[src/rtl/atm_balance_arbiter.sv]
// atm_balance_arbiter: two-terminal round-robin arbiter in front of a single
// account balance register. Each grant runs IDLE -> EXEC -> RESP; the
// balance is updated once at the EXEC->RESP edge and the response is
// reported with a one-cycle done pulse.
// Optional feature: define ATM_DAILY_LIMIT_EN to enable the cumulative
// daily withdraw cap (DAILY_LIMIT, cleared by limit_clr).
module atm_balance_arbiter #(
  parameter logic [31:0] INIT_BALANCE = 32'h000F4240,
  parameter logic [31:0] DAILY_LIMIT  = 32'd5000
) (
  input  logic        clk,
  input  logic        reset,
  input  logic [1:0]  req,
  input  logic [1:0]  op0,
  input  logic [1:0]  op1,
  input  logic [31:0] amt0,
  input  logic [31:0] amt1,
  input  logic        limit_clr,
  output logic [1:0]  gnt,
  output logic [1:0]  done,
  output logic        ok,
  output logic [31:0] balance_out,
  output logic        busy
);

  typedef enum logic [1:0] {
    IDLE = 2'd0,
    EXEC = 2'd1,
    RESP = 2'd2
  } state_t;

  localparam logic [1:0] OP_QUERY    = 2'b01;
  localparam logic [1:0] OP_DEPOSIT  = 2'b10;
  localparam logic [1:0] OP_WITHDRAW = 2'b11;

  state_t      state_q, state_d;
  logic [1:0]  gnt_q, gnt_d;
  logic [1:0]  done_q, done_d;
  logic        ok_q, ok_d;
  logic [31:0] bal_out_q, bal_out_d;
  logic        prio_q, prio_d;
  logic [1:0]  op_q, op_d;
  logic [31:0] amt_q, amt_d;
  logic [31:0] balance_q, balance_d;
  logic        res_ok_q, res_ok_d;
  logic [31:0] total_q, total_d;

  logic        win;
  logic        eval_ok;
  logic [31:0] eval_bal;
  logic [32:0] dep_sum;
  logic        limit_hit;

`ifdef ATM_DAILY_LIMIT_EN
  logic [32:0] total_sum;
  // Withdraw is refused if it would push the day's total past the cap
  always_comb begin
    total_sum = {1'b0, total_q} + {1'b0, amt_q};
    limit_hit = (total_sum > {1'b0, DAILY_LIMIT});
  end
`else
  logic unused_limit;
  assign unused_limit = ^{limit_clr, DAILY_LIMIT, total_q};
  assign limit_hit    = 1'b0;
`endif

  // Evaluate the latched transaction against the current balance
  always_comb begin
    dep_sum  = {1'b0, balance_q} + {1'b0, amt_q};
    eval_ok  = 1'b0;
    eval_bal = balance_q;
    case (op_q)
      OP_QUERY: eval_ok = 1'b1;
      OP_DEPOSIT: begin
        if (!dep_sum[32]) begin
          eval_ok  = 1'b1;
          eval_bal = dep_sum[31:0];
        end
      end
      OP_WITHDRAW: begin
        if ((amt_q <= balance_q) && !limit_hit) begin
          eval_ok  = 1'b1;
          eval_bal = balance_q - amt_q;
        end
      end
      default: eval_ok = 1'b0;
    endcase
  end

  // Next-state and next-output logic for the arbiter FSM
  always_comb begin
    state_d   = state_q;
    gnt_d     = gnt_q;
    done_d    = '0;
    ok_d      = 1'b0;
    bal_out_d = '0;
    prio_d    = prio_q;
    op_d      = op_q;
    amt_d     = amt_q;
    balance_d = balance_q;
    res_ok_d  = res_ok_q;
    total_d   = total_q;
    win       = (req == 2'b11) ? prio_q : req[1];

    case (state_q)
      IDLE: begin
        if (|req) begin
          state_d = EXEC;
          gnt_d   = win ? 2'b10 : 2'b01;
          op_d    = win ? op1 : op0;
          amt_d   = win ? amt1 : amt0;
          prio_d  = ~win;
        end
      end
      EXEC: begin
        state_d   = RESP;
        res_ok_d  = eval_ok;
        balance_d = eval_bal;
        if (eval_ok && (op_q == OP_WITHDRAW))
          total_d = total_q + amt_q;
      end
      RESP: begin
        // RESP spans two cycles: the first registers the response so done
        // lands two edges after the grant; the second clears it with gnt.
        if (done_q == 2'b00) begin
          done_d    = gnt_q;
          ok_d      = res_ok_q;
          bal_out_d = balance_q;
        end else begin
          gnt_d   = '0;
          state_d = IDLE;
        end
      end
      default: begin
        state_d = IDLE;
        gnt_d   = '0;
      end
    endcase

`ifdef ATM_DAILY_LIMIT_EN
    if (limit_clr)
      total_d = '0;
`else
    total_d = '0;
`endif
  end

  // All state and registered outputs, asynchronously reset
  always_ff @(posedge clk or posedge reset) begin
    if (reset) begin
      state_q   <= IDLE;
      gnt_q     <= '0;
      done_q    <= '0;
      ok_q      <= 1'b0;
      bal_out_q <= '0;
      prio_q    <= 1'b0;
      op_q      <= '0;
      amt_q     <= '0;
      balance_q <= INIT_BALANCE;
      res_ok_q  <= 1'b0;
      total_q   <= '0;
    end else begin
      state_q   <= state_d;
      gnt_q     <= gnt_d;
      done_q    <= done_d;
      ok_q      <= ok_d;
      bal_out_q <= bal_out_d;
      prio_q    <= prio_d;
      op_q      <= op_d;
      amt_q     <= amt_d;
      balance_q <= balance_d;
      res_ok_q  <= res_ok_d;
      total_q   <= total_d;
    end
  end

  assign gnt         = gnt_q;
  assign done        = done_q;
  assign ok          = ok_q;
  assign balance_out = bal_out_q;
  assign busy        = (state_q != IDLE);

endmodule

[config.mk]
export PLATFORM = sky130hd
export DESIGN_NAME = atm_balance_arbiter
export DESIGN_NICKNAME = d
export VERILOG_FILES = /design/src/rtl/atm_balance_arbiter.sv
export SDC_FILE = /design/constraint.sdc
export NUM_CORES = 1
export LEC_CHECK = 0
export BUFFER_PORTS_ARGS = -buffer_cell sky130_fd_sc_hd__buf_2
export CORE_UTILIZATION = 35
export DETAILED_ROUTE_END_ITERATION = 16
export PLACE_DENSITY = 0.52
export SYNTH_ARGS = -nofsm -noshare
export SYNTH_HDL_FRONTEND = slang
export SYNTH_SLANG_ARGS = --single-unit
[constraint.sdc]
create_clock -name clk -period 6.26 [get_ports clk]
set_input_delay 0.626 -clock clk [delete_from_list [all_inputs] [get_ports clk]]
set_output_delay 0.626 -clock clk [all_outputs]
set_load 0.02 [all_outputs]
=== Word-level counts from Yosys, hierarchy flattened ===
Index checks and enable logic that the tools add are counted.

* Bits in registers: 107
* Input port bits: 73
* Output and inout port bits: 38

* Add/subtract/negate cells: 2
* Magnitude comparators: 1
* Equality and inequality tests: 10
* Multiplexer cells: 21
* Bitwise operators: 2
* Reductions and logical operators: 9

{| class="wikitable"
|+ Operators by type and width
! operator !! number
|-
| 2-to-1 mux 32 bit || 5
|-
| case mux 32 bit (2 select lines) || 1
|-
| adder 32 x 32 -> 33 bit || 1
|-
| <= comparator 32 bit || 1
|-
| subtractor 32 bit || 1
|-
| 2-to-1 mux 2 bit || 7
|-
| case mux 2 bit (3 select lines) || 2
|-
| == test 2 bit (second input constant) || 4
|-
| inequality test 2 bit (second input constant) || 4
|-
| AND reduction 2 bit || 3
|-
| 2-to-1 mux 1 bit || 5
|-
| == test 2 x 1 -> 1 bit (second input constant) || 2
|-
| zero test 2 bit || 2
|-
| AND reduction 4 bit || 1
|-
| nonzero test 2 bit || 2
|-
| case mux 1 bit (3 select lines) || 1
|-
| NOT 1 bit || 2
|-
| OR reduction 2 bit || 1
|}

=== Depth between registers and ports, before layout ===
* Depth after elaboration: 5
* Gate-level depth with buffers: 15
* Mapped depth without buffers: 13

=== Worst setup path after synthesis ===
OpenSTA, ideal clock, no wires.

* Kind: register to register
* Start point: register amt_q[0]
* End point: register balance_q[26]
* Library setup time: 0.124 ns
* Arrival time: 2.738 ns
* Data required time: 6.136 ns
* Path slack: 3.398 ns
* Cell stages (with the launch flop): 13
* Buffers on the path: 1
* Cell sequence: dfrtp_1 ha_1 fa_1 nor2b_1 o211ai_1 nand2_1 a211oi_2 a21oi_2 o211ai_2 a21oi_2 or2_1 buf_6 o31a_1

* Longest elaborated chain between the ends: 3
* Elaborated cells on any way between the ends: 9
* Those cells by class: 2 x add/sub; 1 x order compare; 2 x eq/ne; 3 x mux; 1 x reduce/logical

{| class="wikitable"
|+ Ends and longest elaborated chain
! element !! line !! text
|-
| from (decl) || 43 || <nowiki>logic [31:0] amt_q, amt_d;</nowiki>
|-
| from (signal assigned) || 170 || <nowiki>amt_q <= amt_d;</nowiki>
|-
| adder 32 x 32 -> 33 bit, or another cell as far along || 69 || <nowiki>dep_sum = {1'b0, balance_q} + {1'b0, amt_q};</nowiki>
|-
| inequality test 2 bit (no line), or another cell as far along || - ||
|-
| AND reduction 4 bit (no line) or case mux 32 bit (2 select lines) (tied branches) || - ||
|-
| to (signal assigned) || 171 || <nowiki>balance_q <= balance_d;</nowiki>
|-
| to (decl) || 44 || <nowiki>logic [31:0] balance_q, balance_d;</nowiki>
|}

Several ways; a longest one is shown, not always the timed one. The select of a mux whose other input is x is not followed.
A chain may end at the register's enable or synchronous reset.

=== Worst setup path after layout ===
Ends and elaborated chain as after synthesis.

==> results by group <==
Outcome
  • Status: finished clean

Die
  • Io pins: 111
  • Die area: 23100 sq um
  • Row count: 54
  • Die Y: 152 microns
  • Initial Util: 0.359
  • Die X-Extent: 152 microns
  • Core ar.: 21900 sq um

CTS
  • Clock slew at reported path FFs: 0.07 ns
  • Setup Buffers After CTS: 0
  • Num CTS Buffers: 9
  • CTS Hold Bufs: 0
  • Clock tree buffer depth: 2
  • Post-CTS Resized: 0
  • CTS sink count: 107
  • Clock H-tree levels: 3
  • CTS tree: yes
  • Clk root buf: clkbuf_16
  • Clock Latency Late Sink: 0.37 ns

Global routing
  • Initial antenna violation count: 0
  • Grt ovf: 0
  • Pin count of the biggest net entering global routing: 70
  • First-pass GRT wire length: 35600 microns
  • Vias in the first global route: 6913
  • Gr usage total: 0.189

Drt
  • WL final: 21300 microns
  • Drt wl/cell: 16.4 microns
  • DRT iter0 DRCs: 467
  • Router iterations before antenna repair: 5
  • Post-DRT Antenna Nets: 0
  • Vias per inst: 5.34
  • Vias: 6900
  • Number of remaining DRC errors: 0

Logic synthesis
  • Synth top area share: 0.318
  • Distinct cell type count after synthesis: 68
  • Post-synth top flop: dfrtp_1
  • Avg Inst Size Synth: 8.42 sq um
  • FF+latch count, synth: 107
  • Post-synth ARST share: 1.00
  • Seq/Total Area, Yosys: 0.342
  • Syn Inst Count: 933
  • Synth top area cells: dfrtp_1 32%, ha_1 10%, o21ai_0 7.8%, mux2i_1 4.6%, a21oi_1 4.3%
  • Synth area leader: dfrtp_1
  • Post-synth EDFFs: 0
  • Synthesis Warnings: 0
  • Cell Area, Synth: 7860 sq um
  • Mapped Nets: 1072

Layout
  • Commonest non-fill, non-tap cell in the layout: o21ai_0
  • Area occupied by multi-input gates: 4690 sq um
  • Ant diodes: 0
  • Layout cells sized above 1: 0.161
  • Register area: 2690 sq um
  • Fillcell total: 2334
  • Most frequent cells in the layout: 121 x o21ai_0, 109 x buf_2, 100 x dfrtp_1
  • Area growth from synthesis to layout: 13.3%
  • # nets final: 1147

Min path
  • Class of the tightest hold or removal check: input port to async pin

Timing
  • Fin crit period: 3.72 ns
  • Final hold viol count: 0
  • Worst Skew: 0.0129 ns
  • Max Clock Freq: 269 MHz
  • Final period util: 0.594
  • Setup TNS Final: 0 ns
  • Slew Limit Fails: 0
  • RSZ-0062 raised after global routing: false
  • Hold slack: 0.345 ns
  • Final setup violation count: 0
  • Max_slew headroom: 0.485
  • Worst-margin pin slew: 0.770 ns

Critical path
  • Worst Setup End Kind: flop
  • Crit Path Max Fanout: 17
  • FF-to-FF setup slack: 2.54 ns
  • Slowest-stage cell, CP: a211oi_2
  • Crit Path Category: flop to flop
  • Critical path's top delay family: compound AO/OA/AOI/OAI gates
  • Critical path arrival: 3.97 ns
  • WP depth: 12
  • Critical path's largest stage delay: 0.43 ns
  • CP cell instances: ha_1 -> fa_1 -> nor2b_1 -> o211ai_1 -> nand2_1 -> a211oi_2 -> a21oi_2 -> o211ai_2 -> a21oi_4 -> or2_1 -> buf_4 -> o31a_1
  • Critical R2R Launch: amt_q[0]
  • CP Buf/Inv Count: 1
  • Worst r2r path cells: 12
  • Critical register-to-register path endpoint: balance_q[26]
  • Worst setup SP type: flop
  • WP data required: 6.51 ns

Placement
  • Port-buffer cells: 109
  • GPL Wtd Cong: 0.868
  • Final HPWL DP: 15300 microns

Power and ir drop
  • Peak VDD IR: 168 uV
  • Pleak: 0.00423 uW
  • PD cells: 595 nW/um^2
  • Total power: 5300 uW

Job
  • Max_cap viols: 0
-- cell type report --
| cell class | instances | share of cell area |
|---|---|---|
| Timing Repair Buffer | 118 | 0.0689 |
| Clock inverter | 6 | 0.00815 |
| Tap cell | 280 | 0.0393 |
| Sequential cell | 107 | 0.302 |
| Clock buffer | 10 | 0.0257 |
| Multi-Input combinational cell | 703 | 0.527 |
| Inverter | 69 | 0.0297 |
-- metrics by stage --
step | cells | util | worst slack, ns | instance area, sq um
final | 1293 | 0.407 | 2.54 | 8900
after global routing | 1293 | 0.407 | 2.34 | 8900
after CTS | 1293 | 0.407 | 2.51 | 8900
after detailed placement | 1277 | 0.393 | 2.53 | 8600
after global placement | 1277 | 0.393 | 2.55 | 8600
after floorplan | 933 | - | 2.83 | 7860
-- per-layer routing --
metal  vias to the layer above  track usage  wire length [microns]
li1                       3439            -                      -
met1                      3253        0.250                   9980
met4                         0       0.0586                    355
met5                         -            0                      0
met2                       181        0.318                  10200
met3                        27       0.0262                    735
-- cells in the mapped netlist, drive strengths merged (19+ instances only) --
cell type and instances:
a21oi 69, and2 38, clkbuf 36, dfrtp 100, ha 64, inv 69, mux2i 36, nand2 69
nor2 61, nor3 21, o21ai 137, xnor2 19
-- cells by family (layout without fill, tap and decap cells) --
| kind of cell | after synthesis | in the layout | synth area share |
|---|---|---|---|
| AOI/OAI and AO/OA | 307 | 307 | 0.240 |
| xor gates and xnor gates | 28 | 28 | 0.0312 |
| adders and majority gates | 66 | 66 | 0.107 |
| buffers and inverters | 123 | 203 | 0.0648 |
| DFF | 107 | 107 | 0.342 |
| muxes | 40 | 40 | 0.0516 |
| and+or+nand+nor | 262 | 262 | 0.164 |
-- worst max-delay path by stage --
| stage | start | endpoint | slack (ns) |
|---|---|---|---|
| after global placement | amt_q[0] | balance_q[26] | 2.55 |
| after detailed placement | amt_q[0] | balance_q[26] | 2.53 |
| after global routing | amt_q[0] | balance_q[26] | 2.34 |
| after CTS | amt_q[0] | balance_q[26] | 2.51 |
| after floorplan | reset | amt_q[0] | 2.83 |
| final | amt_q[0] | balance_q[26] | 2.54 |
-- sequential cells by signal, indices dropped and copies added (netlist names) --
name	cells
amt_q	32
balance_out	32
balance_q	32
done	2
gnt	2
ok	1
op_q	2
prio_q	1
res_ok_q	1
state_q	2
-- power by group --
group	switching, uW	internal [uW]	total, uW	leakage, uW
clock	283	315	598	0.000137
combinational	2230	1270	3500	0.00273
sequential	225	979	1200	0.00136
(Power assumes the default switching activity.)
